$ cat src/rtl/washer_pkg.sv
// Shared constants for the washing-machine controller/plant pair: controller state
// encoding and default plant timing.
package washer_pkg;

  typedef enum logic [2:0] {
    CHECK_DOOR    = 3'd0,
    FILL_WATER    = 3'd1,
    ADD_DETERGENT = 3'd2,
    CYCLE         = 3'd3,
    DRAIN_WATER   = 3'd4,
    SPIN          = 3'd5
  } ctrl_state_e;

  localparam int DEF_TICK_DIV    = 4;
  localparam int DEF_LEVEL_W     = 4;
  localparam int DEF_LEVEL_MAX   = 8;
  localparam int DEF_CNT_W       = 8;
  localparam int DEF_CYCLE_TICKS = 10;
  localparam int DEF_SPIN_TICKS  = 6;

endpackage

$ cat src/rtl/washer_interval_timer.sv
// Enable-gated tick counter: clears whenever en is low, counts ticks up to TICKS,
// and flags timeout while parked at TICKS.
module washer_interval_timer #(
  parameter int CNT_W = 8,
  parameter int TICKS = 10
) (
  input  logic clk,
  input  logic reset,
  input  logic en,
  input  logic tick,
  output logic timeout
);

  localparam logic [CNT_W-1:0] TICKS_C = CNT_W'(TICKS);

  logic [CNT_W-1:0] cnt_q, cnt_d;

  always_comb begin
    cnt_d = cnt_q;
    if (!en) begin
      cnt_d = '0;
    end else if (tick && (cnt_q < TICKS_C)) begin
      cnt_d = cnt_q + CNT_W'(1);
    end
  end

  always_ff @(posedge clk or negedge reset) begin
    if (!reset) begin
      cnt_q <= '0;
    end else begin
      cnt_q <= cnt_d;
    end
  end

  assign timeout = (cnt_q == TICKS_C);

endmodule

$ cat src/rtl/washer_sensor_unit.sv
// Plant model for the washer controller: water level, wash/spin timers, door latch,
// detergent dispenser and a sticky flag for illegal actuator combinations.
module washer_sensor_unit
  import washer_pkg::*;
#(
  parameter int TICK_DIV    = DEF_TICK_DIV,
  parameter int LEVEL_W     = DEF_LEVEL_W,
  parameter int LEVEL_MAX   = DEF_LEVEL_MAX,
  parameter int CNT_W       = DEF_CNT_W,
  parameter int CYCLE_TICKS = DEF_CYCLE_TICKS,
  parameter int SPIN_TICKS  = DEF_SPIN_TICKS
) (
  input  logic               clk,
  input  logic               reset,
  input  logic               fill_valve_on,
  input  logic               drain_valve_on,
  input  logic               motor_on,
  input  logic               door_lock,
  input  logic               door_close_cmd,
  input  logic               door_open_cmd,
  input  logic               detergent_load,
  output logic               door_close,
  output logic               filled,
  output logic               drained,
  output logic               detergent_added,
  output logic               cycle_timeout,
  output logic               spin_timeout,
  output logic [LEVEL_W-1:0] level,
  output logic               fault
);

  localparam int PW = $clog2(TICK_DIV);
  localparam logic [PW-1:0]      PRESC_LAST = PW'(TICK_DIV - 1);
  localparam logic [LEVEL_W-1:0] LEVEL_FULL = LEVEL_W'(LEVEL_MAX);

  logic [PW-1:0]      presc_q, presc_d;
  logic [LEVEL_W-1:0] level_q, level_d;
  logic               door_q, door_d;
  logic               det_q, det_d;
  logic               fault_q, fault_d;
  logic               tick;
  logic               spin_en;
  logic               illegal;

  assign tick    = (presc_q == PRESC_LAST);
  // Spin only once the tub is empty; uses the registered drained decode.
  assign spin_en = drain_valve_on & drained & ~fill_valve_on;
  assign illegal = (fill_valve_on & drain_valve_on) |
                   ((fill_valve_on | drain_valve_on | motor_on) & ~door_q);

  always_comb begin
    presc_d = tick ? '0 : presc_q + PW'(1);

    level_d = level_q;
    if (tick) begin
      if (fill_valve_on && !drain_valve_on && (level_q < LEVEL_FULL)) begin
        level_d = level_q + LEVEL_W'(1);
      end else if (drain_valve_on && !fill_valve_on && (level_q != '0)) begin
        level_d = level_q - LEVEL_W'(1);
      end
    end

    door_d = door_q;
    if (door_close_cmd) begin
      door_d = 1'b1;
    end else if (door_open_cmd && !door_lock) begin
      door_d = 1'b0;
    end

    det_d = det_q;
    if (motor_on) begin
      det_d = 1'b0;
    end else if (detergent_load) begin
      det_d = 1'b1;
    end

    fault_d = fault_q | illegal;
  end

  always_ff @(posedge clk or negedge reset) begin
    if (!reset) begin
      presc_q <= '0;
      level_q <= '0;
      door_q  <= 1'b0;
      det_q   <= 1'b0;
      fault_q <= 1'b0;
    end else begin
      presc_q <= presc_d;
      level_q <= level_d;
      door_q  <= door_d;
      det_q   <= det_d;
      fault_q <= fault_d;
    end
  end

  washer_interval_timer #(
    .CNT_W (CNT_W),
    .TICKS (CYCLE_TICKS)
  ) u_cycle_timer (
    .clk     (clk),
    .reset   (reset),
    .en      (motor_on),
    .tick    (tick),
    .timeout (cycle_timeout)
  );

  washer_interval_timer #(
    .CNT_W (CNT_W),
    .TICKS (SPIN_TICKS)
  ) u_spin_timer (
    .clk     (clk),
    .reset   (reset),
    .en      (spin_en),
    .tick    (tick),
    .timeout (spin_timeout)
  );

  assign level           = level_q;
  assign filled          = (level_q == LEVEL_FULL);
  assign drained         = (level_q == '0);
  assign door_close      = door_q;
  assign detergent_added = det_q;
  assign fault           = fault_q;

endmodule
$ cat config.mk
export PLATFORM = sky130hd
export DESIGN_NAME = washer_sensor_unit
export DESIGN_NICKNAME = d
export VERILOG_FILES = /design/src/rtl/washer_pkg.sv /design/src/rtl/washer_interval_timer.sv /design/src/rtl/washer_sensor_unit.sv
export SDC_FILE = /design/constraint.sdc
export NUM_CORES = 1
export LEC_CHECK = 0
export CAP_MARGIN = 20
export CORE_MARGIN = 8
export CORE_UTILIZATION = 25
export CTS_CLUSTER_DIAMETER = 40
export DETAILED_ROUTE_END_ITERATION = 12
export PLACE_DENSITY = 0.48
export SLEW_MARGIN = 40
export SYNTH_ARGS = -nofsm -noshare
export SYNTH_HDL_FRONTEND = slang
export SYNTH_SLANG_ARGS = --single-unit
$ cat constraint.sdc
create_clock -name clk -period 4.82 [get_ports clk]
set_input_delay 1.205 -clock clk [delete_from_list [all_inputs] [get_ports clk]]
set_output_delay 1.205 -clock clk [all_outputs]
set_load 0.1 [all_outputs]
==> results of run 1 <==
==> logic make-up (layout without fill, tap and decap cells) <==
| kind of cell | Yosys count | in the layout | share of synthesized area (%) |
|---|---|---|---|
| xor+xnor | 4 | 4 | 2.98 |
| mux | 3 | 3 | 2.76 |
| fa+ha+maj | 8 | 8 | 9.14 |
| compound gates | 13 | 13 | 7.76 |
| flops | 25 | 25 | 53.1 |
| buf+inv | 6 | 28 | 2.02 |
| simple gates | 47 | 47 | 22.2 |
==> per-layer routing <==
metal | part of all wire, % | global-route usage (%) | up-vias
met4 | 2.7 | 4.85 | 0
met5 | 0 | 0 | -
met1 | 49 | 7.92 | 403
met2 | 42 | 10.2 | 21
li1 | - | - | 416
met3 | 6.3 | 2.15 | 4
==> layout make-up <==
type	instances	area, µm²
timing repair buffer	20	145
tap	54	67.6
inverter	4	15.0
fill	496	3200
clock inverter	1	5.00
clock buffer	3	41.3
sequential	25	626
multi-input combinational	75	534
==> stage by stage <==
step / setup WS, ps / std cells / utilization (%) / instance area, µm²
floorplan: 908 / 106 / - / 1180
global placement: 1530 / 178 / 31.1 / 1440
detailed placement: 1570 / 178 / 30.0 / 1390
CTS: 1770 / 182 / 31.0 / 1430
global route: 1590 / 182 / 31.0 / 1430
finish: 1790 / 182 / 31.0 / 1430
==> state kept, by name, summed over array words and instances, names as in the netlist <==
| register | count |
|---|---|
| level | 4 |
| detergent_added | 1 |
| door_close | 1 |
| u_cycle_timer.cnt_q | 8 |
| fault | 1 |
| presc_q | 2 |
| u_spin_timer.cnt_q | 8 |
==> final timing paths <==
kind	startpoint	slack (ps)	to	cells past startpoint
setup / recovery	level[0]	1790	filled	3
hold / removal	presc_q[0]	430	presc_q[0]	1
setup reg to reg	level[3]	2810	level[3]	7
hold reg to reg	presc_q[0]	430	presc_q[0]	1
max in group asynchronous	reset	3280	u_spin_timer.cnt_q[5]	2
min in group asynchronous	reset	1290	u_cycle_timer.cnt_q[2]	2
==> power groups by stage <==
stage	combinational [mW]	sequential (mW)	clock, mW
floorplan	0.0847	0.365	0
global placement	0.259	0.259	0
detailed placement	0.246	0.259	0
CTS	0.247	0.255	0.129
global route	0.259	0.258	0.137
finish	0.243	0.254	0.120
==> cell usage in the layout (no fill, tap or decap), drive strengths merged <==
| master | count |
|---|---|
| clkdlybuf4s50 | 8 |
| nor4bb | 1 |
| or2 | 2 |
| and4b | 1 |
| nand3 | 2 |
| clkbuf | 3 |
| fa | 1 |
| o22ai | 1 |
| and3 | 6 |
| or4b | 1 |
| inv | 4 |
| o211ai | 1 |
| ha | 7 |
| a21o | 1 |
| clkinv | 1 |
| o31ai | 1 |
| nand2b | 4 |
| xor2 | 2 |
| mux2i | 1 |
| a31oi | 1 |
| dfrtp | 25 |
| nor4 | 2 |
| mux2 | 2 |
| and2 | 6 |
| and4 | 1 |
| nand4 | 1 |
| xnor2 | 2 |
| a41oi | 2 |
| o211a | 1 |
| nor2 | 9 |
| nand2 | 7 |
| a21oi | 3 |
| buf | 12 |
| nor3 | 3 |
| nor2b | 1 |
| o21ai | 2 |
==> results.md, run 1 <==
- Cts hold-fix bufs: 0
- Fin Clk Skew: between 9 and 10 ps
- Routed WL: roughly 2.3 mm
- Vias per std cell: around 4.6
- Fin nets: between 100 and 150
- Sw power: 282 µW
- 1st-iter DRT viols: 30
- EDFF count, synth: 0
- GRT Total Usage: slightly below 7%
- WS Path Type: register to output port
- Endpoints failing hold: 0
- Initial core utilization: roughly a quarter
- Clock share of power: approximately a fifth
- Area growth syn-to-layout: 21.8%
- Average size of a mapped cell: 11.1 µm²
- Detailed Place HPWL: 1.75 mm
- Max IR drop VDD: a little under 0.2 mV
- Die H: 84.6 µm
- DRT antenna net count: 0
- Core Region: approximately 0.0046 mm²
- Pwr/cell area: around 430 mW/mm²
- Period utilisation layout: a little over three fifths
- CTS tree: yes
- Vias in the first global route: ~860
- Int Pwr: 335 µW
- I/O Pins: 20
- Routability congestion estimate: 0.751
- Post-synth cell types: 36
- Crit end category: output port
- Synth Net Count: around 120
- Hold Path Class: register to register
- Switch share: 45.7%
- Area fraction of the dominant cell type after synthesis: a little over half
- Setup_tns: 0 ps
- Status: completed
- First-pass DRT Iterations: 4
- CP delay by family, top: simple AND/OR/NAND/NOR gates
- First-pass GRT wire length: 3.89 mm
- Crit path cell chain: nor3_1, and2_1, buf_4
- Largest stage delay, worst path: about 600 ps
- FF+latch count, synth: 25
- Peak Freq: around 330 MHz
- WL/cell: 12.4 µm
- Critical Path Start Type: register
- Root Driver: clkbuf_8
- I/O Buffers: 19
- Clock slew at reported path FFs: around 80 ps
- Final setup fails: 0
- Power share of the sequential group: roughly two fifths
- Synth Cell Area: 0.00118 mm²
- CP max-delay cell: nor3_1
- Post-CTS Setup Bufs: 0
- Vias post-DR: between 800 and 900
- Most frequent cells after synthesis: 25 x dfrtp_1, 9 x nor2_1, 7 x ha_1, 7 x nand2_1
- PostCTS Resize Cnt: 0
- Leakage: between 0.6 and 0.7 nW
- Mapped Cells: around 110
- Crit path max fanout: 8
- Worst endpoint required time: between 3000 and 4000 ps
- Min Hold Slack: about 430 ps
- Async SR Flop Fraction: 100%
- Minimum clock period: slightly above 3000 ps
- Synth area leader: dfrtp_1
- Worst Path Arrival: 1830 ps
- Combinational share of power: roughly two fifths
- Slew @ Worst Pin: roughly 660 ps
- Seq/Total Area, Yosys: between 50% and 60%
- Final Max Slew Viols: 0
- RSZ-0062 raised after global routing: no
- Buf+Inv Stages, Crit Path: 1
- Clk_lat worst skew: roughly 270 ps
- Die Wd: 84.6 µm
- Area contributors post-synth: dfrtp_1 53%, ha_1 7.4%, and2_1 3.2%
- Max_cap viols: 0
- Synth warn: 0
- Die area: between 0.007 and 0.008 mm²
- # DRC: 0
- Total Power: just over 600 µW
- GRT overflow: 0
- Largest net degree at the start of global routing: 26
- Max Root-Sink Buffers: 2
- Clock Sink Count: 25
- Share of cells above drive strength 1: about 15%
- Initial antenna violation count: 0
- # H-tree levels: 1
- Slew headroom: around 56%
- Rows: 25
- ANT cells: 0
- Prevailing post-synth register cell: dfrtp_1
- TritonCTS Buffers: 3
- Most numerous cell in the Yosys netlist: dfrtp_1
Power figures use the tool's default switching activity.
==> inputs of run 2 (changes only) <==
==> constraint.sdc (replaced) <==
create_clock -name clk -period 2.9 [get_ports clk]
set_input_delay 0.725 -clock clk [delete_from_list [all_inputs] [get_ports clk]]
set_output_delay 0.725 -clock clk [all_outputs]
set_load 0.1 [all_outputs]
==> run 2 against run 1 <==
Final cell count rose by 1.6%. Via count grew 0.47%. Global-route usage is 0.28 points higher. Final area rose by 5.7%. Largest power group is now combinational logic. Largest cell class unchanged. Wire length up 1.5%. Hold slack lost 2.9 ps. Core utilization is 1.8 points higher. Non-clock buffer count grew 3. Sequential share of layout area down 2.3 points. Setup slack got worse by 1400 ps. Clock power increased by 67%. Highest routed layer unchanged. Critical endpoint is now level[3].
==> results.md, run 2 (same netlist as run 1, synthesis figures left out) <==
- Vias in the first global route: 945 (+9.8%)
- First-pass GRT wire length: 4.15 mm (+6.6%)
- GRT overflow: 0 (unchanged)
- Die area: 0.00716 mm² (unchanged)
- WL/cell: 12.4 µm (-0.14%)
- Post-route non-filler standard cell count: 185 (+1.6%)
- Crit Reg-Reg Endpoint: level[3]
- Cts hold-fix bufs: 0 (unchanged)
- Final setup fails: 0 (unchanged)
- Core Region: 0.00463 mm² (unchanged)
- ANT cells: 0 (unchanged)
- R2R cell count: 7 (unchanged)
- Critical Path Start Type: primary input
- Largest net degree at the start of global routing: 26 (unchanged)
- Fin nets: 149 (+2.1%)
- Hold Startpoint: presc_q[0]
- Final Max Slew Viols: 0 (unchanged)
- Rows: 25 (unchanged)
- Minimum clock period: approximately 2500 ps
- Routability congestion estimate: 0.728 (-3.1%)
- Initial core utilization: 25.4% (unchanged)
- First-pass DRT Iterations: 4 (unchanged)
- Worst R2R Setup Slack: 850 ps (-1960 ps)
- Post-CTS Setup Bufs: 0 (unchanged)
- DRT antenna net count: 0 (unchanged)
- Setup_tns: 0 ps (unchanged)
- Commonest non-fill, non-tap cells in the layout: 25 x dfrtp_1, 13 x buf_4, 9 x nor2_1
- Slew @ Worst Pin: 430 ps (-232 ps)
- Finished Cell Area: 0.00152 mm² (+5.7%)
- Share of cells above drive strength 1: 16.8% (+2.0 points)
- Pwr/cell area: 713 mW/mm² (+66%)
- Endpoints failing hold: 0 (unchanged)
- Detailed Place HPWL: 1.77 mm (+0.70%)
- Vias post-DR: 848 (+0.47%)
- CTS tree: yes
- Max_cap viols: 0 (unchanged)
- Placed cells: 181 (+1.7%)
- Max IR drop VDD: 0.649 mV (+230%)
- Slew headroom: 71.1% (+16 points)
- Clock slew at reported path FFs: 90 ps (about the same)
- WS Path Type: primary input to register
- Worst Path Arrival: 2650 ps (+820 ps)
- TritonCTS Buffers: 3 (unchanged)
- Max Root-Sink Buffers: 2 (unchanged)
- Initial antenna violation count: 0 (unchanged)
- Crit path max fanout: 4 (-4)
- Status: completed
- Hold worst-path end: presc_q[0]
- PostCTS Resize Cnt: 0 (unchanged)
- GRT Total Usage: 7.03% (+0.28 points)
- Fin Clk Skew: 6.11 ps (-3.19 ps)
- Die H: 84.6 µm (unchanged)
- Clock Sink Count: 25 (unchanged)
- Hold Path Class: register to register
- Clk_lat worst skew: 260 ps (about the same)
- Die Wd: 84.6 µm (unchanged)
- I/O Buffers: 19 (unchanged)
- I/O Pins: 20 (unchanged)
- Peak Freq: ~410 MHz
- Worst r2r src: level[3]
- Hold depth: 1 (unchanged)
- Leakage: 0.699 nW (+4.7%)
- Vias per std cell: 4.58 (-1.2%)
- Area of placed instances: 0.00147 mm² (+5.9%)
- 1st-iter DRT viols: 13 (-57%)
- # DRC: 0 (unchanged)
- Commonest non-fill, non-tap cell in the layout: dfrtp_1
- Total Power: 1.08 mW (+75%)
- Root Driver: clkbuf_8
- Worst endpoint required time: 3090 ps (-530 ps)
- Period utilisation layout: between 80% and 90%
- RSZ-0062 raised after global routing: no
- Crit end category: register
- # H-tree levels: 1 (unchanged)
- Routed WL: 2.29 mm (+1.5%)
- Area growth syn-to-layout: 28.7%
## run 2: changes by cell type in the layout (fill, tap and decap cells not counted), sizes merged
| cell | delta |
|---|---|
| buf | +3 |
## run 2: where the power goes
group          internal (mW)  switching (mW)
logic                  0.126           0.322
registers              0.374          0.0585
clock network         0.0958           0.104
## run 2: area by class of cell
| cell class | count | area [µm²] |
|---|---|---|
| Inverter | 4 | 15.0 |
| Sequential cell | 25 | 626 |
| Clock inverter | 1 | 5.00 |
| Fill cell | 485 | 3110 |
| Tap cell | 54 | 67.6 |
| Clock buffer | 3 | 41.3 |
| Timing Repair Buffer | 23 | 218 |
| Multi-Input combinational cell | 75 | 543 |
## run 2: worst max-delay path by stage
stage / slack, ps / to / cells after the start / start
2_1_floorplan: 10 / filled / 2 / level[1]
5_1_grt: 300 / level[3] / 8 / drain_valve_on
6_report: 440 / level[3] / 8 / drain_valve_on
4_1_cts: 450 / level[3] / 8 / drain_valve_on
3_5_place_dp: 170 / level[3] / 8 / drain_valve_on
3_3_place_gp: 200 / level[3] / 8 / drain_valve_on
## run 2: metal layers
| metal | track usage [%] | wire [µm] | vias to the layer above |
|---|---|---|---|
| met1 | 8.36 | 1110 | 409 |
| met2 | 11.5 | 1050 | 15 |
| met4 | 3.88 | 36 | 0 |
| li1 | - | - | 422 |
| met5 | 0 | 0 | - |
| met3 | 1.56 | 95 | 2 |
## run 2: per-stage QoR
step / setup WS, ps / hold slack, ps / utilization, %
final: 436 / 428 / 32.7
after global routing: 304 / 450 / 32.7
after CTS: 446 / 432 / 32.7
after detailed placement: 166 / 420 / 31.7
after global placement: 205 / 414 / 31.7
after floorplan: 11.3 / 403 / -
## run 2: worst max-delay path, cell delays in order
cell and delay, ps:
clkdlybuf4s50_1 470, nor2_1 110, nand2_1 140, ha_1 350, a21oi_1 150, nand2_1 90
or4b_1 510, o211ai_1 100
==> inputs of run 3 (changes only) <==
==> constraint.sdc (replaced) <==
create_clock -name clk -period 2.6 [get_ports clk]
set_input_delay 0.65 -clock clk [delete_from_list [all_inputs] [get_ports clk]]
set_output_delay 0.65 -clock clk [all_outputs]
set_load 0.1 [all_outputs]
==> run 3 against run 2 <==
Non-clock buffer count up 2. Clock-buffer cell count is the same. Critical path depth unchanged. Wire length is 4.8% higher. Combinational power up 13%. Register-to-register slack worse by 240 ps. Core utilization grew 0.73 points. Power increased by 13%. Die area unchanged. Critical path type unchanged. Highest routed layer unchanged.
==> results.md, run 3 (same netlist as run 1, synthesis figures left out) <==
- Status: completed
- Clock slew at reported path FFs: 90 ps (about the same)
- CTS tree: yes
- Slew headroom: 71.1% (about the same)
- Rows: 25 (unchanged)
- Detailed Place HPWL: 1.89 mm (+6.9%)
- Setup WS post-layout: 303 ps (-134 ps)
- Finished Cell Area: 0.00155 mm² (+2.2%)
- Worst endpoint required time: 2790 ps (-300 ps)
- Minimum clock period: ~2300 ps
- Setup_tns: 0 ps (unchanged)
- Int Pwr: 675 µW (+13%)
- Power share of the sequential group: 39.9% (about the same)
- Final core utilization: 33.5% (+0.73 points)
- Place WS: 14.3 ps (-151 ps)
- Fin nets: 151 (+1.3%)
- Pwr/cell area: 790 mW/mm² (+11%)
- Cts hold-fix bufs: 0 (unchanged)
- Period utilisation layout: 88.4%
- Filler cell count in the final layout: 458 (-5.6%)
- First-pass DRT Iterations: 2 (-2)
- R2R cell count: 7 (unchanged)
- Buf+Inv Stages, Crit Path: 1 (unchanged)
- Peak Freq: approximately 440 MHz
- TritonCTS Buffers: 3 (unchanged)
- Clk_lat worst skew: 270 ps (about the same)
- Combinational share of power: 41.3% (-0.2 points)
- Switch share: 44.9% (about the same)
- CP delay by family, top: simple AND/OR/NAND/NOR gates
- Area growth syn-to-layout: 31.6%
- Largest stage delay, worst path: 500 ps (about the same)
- Max_cap viols: 0 (unchanged)
- PostCTS Resize Cnt: 0 (unchanged)
- Clock share of power: 18.8% (+0.3 points)
- Crit path max fanout: 3 (-1)
- WL/cell: 12.8 µm (+3.6%)
- Die area: 0.00716 mm² (unchanged)
- Worst Path Arrival: 2480 ps (-170 ps)
- Share of cells above drive strength 1: 21.8% (+5.0 points)
- Routability congestion estimate: 0.804 (+10%)
- Slew @ Worst Pin: 430 ps (+0.361 ps)
- Die Wd: 84.6 µm (unchanged)
- I/O Pins: 20 (unchanged)
- Hold depth: 1 (unchanged)
- ANT cells: 0 (unchanged)
- GRT overflow: 0 (unchanged)
- Min Hold Slack: 443 ps (+14.9 ps)
- Vias per std cell: 4.55 (-0.84%)
- Crit path cell chain: clkdlybuf4s50_1, nor2_1, nand2_1, ha_1, a21oi_1, nand2_1, or4b_1, o211ai_1
- Endpoints failing hold: 0 (unchanged)
- # DRC: 0 (unchanged)
- Routed WL: 2.40 mm (+4.8%)
- Initial core utilization: 25.4% (unchanged)
- Area of placed instances: 0.00150 mm² (+2.3%)
- DRT antenna net count: 0 (unchanged)
- Max IR drop VDD: 0.319 mV (-51%)
- 1st-iter DRT viols: 23 (+10)
- Final Max Slew Viols: 0 (unchanged)
- Total Power: 1.22 mW (+13%)
- Largest net degree at the start of global routing: 26 (unchanged)
- Placed cells: 183 (+1.1%)
- Initial antenna violation count: 0 (unchanged)
- Fin Clk Skew: 5.78 ps (-0.331 ps)
- Commonest non-fill, non-tap cell in the layout: dfrtp_1
- Worst path depth: 8 (unchanged)
- Sw power: 549 µW (+13%)
- Post-CTS Setup Bufs: 0 (unchanged)
- Vias in the first global route: 904 (-4.3%)
- Hold Path Class: register to register
- Root Driver: clkbuf_8
- Most frequent CP cell: nand2_1
- Vias post-DR: 850 (+0.24%)
- # H-tree levels: 1 (unchanged)
- Final setup fails: 0 (unchanged)
- I/O Buffers: 19 (unchanged)
- Leakage: 0.708 nW (+1.3%)
- Core Region: 0.00463 mm² (unchanged)
- Die H: 84.6 µm (unchanged)
- Critical Path Start Type: primary input
- CP max-delay cell: or4b_1
- First-pass GRT wire length: 4.21 mm (+1.5%)
- Post-route non-filler standard cell count: 187 (+1.1%)
- GRT Total Usage: 7.24% (+0.21 points)
- RSZ-0062 raised after global routing: no
- Max Root-Sink Buffers: 2 (unchanged)
- Clock Sink Count: 25 (unchanged)
- Crit end category: register
- Commonest non-fill, non-tap cells in the layout: 21 x dfrtp_1, 14 x buf_4, 9 x nor2_1
- WS Path Type: primary input to register
-- run 3: metal layers --
metal | global-route usage (%) | vias up | wire length (µm)
li1 | - | 425 | -
met1 | 8.78 | 409 | 1120
met2 | 11.2 | 14 | 1140
met3 | 3.12 | 2 | 125
met4 | 2.27 | 0 | 10
met5 | 0 | - | 0
-- run 3: layout make-up --
cell class                      instances  area [µm²]  area share, %
Clock inverter                          1        5.00          0.323
Timing Repair Buffer                   25         245           15.8
Clock buffer                            3        41.3           2.67
Inverter                                4        15.0          0.969
Sequential cell                        25         631           40.7
Tap cell                               54        67.6           4.36
Multi-Input combinational cell         75         544           35.1
-- run 3: worst paths after layout --
path,slack [ps],end,from
setup / recovery,300,level[3],drain_valve_on
hold / removal,440,presc_q[0],presc_q[0]
setup reg to reg,610,level[3],level[3]
hold reg to reg,440,presc_q[0],presc_q[0]
max in group asynchronous,1600,level[3],reset
min in group asynchronous,740,u_spin_timer.cnt_q[5],reset
-- run 3: power by group through the flow --
stage / Clock, mW / Sequential [mW] / Combinational (mW)
after floorplan: 0 / 0.691 / 0.160
after global placement: 0 / 0.495 / 0.509
after detailed placement: 0 / 0.498 / 0.512
after CTS: 0.241 / 0.491 / 0.512
after global routing: 0.258 / 0.498 / 0.532
final: 0.230 / 0.488 / 0.505
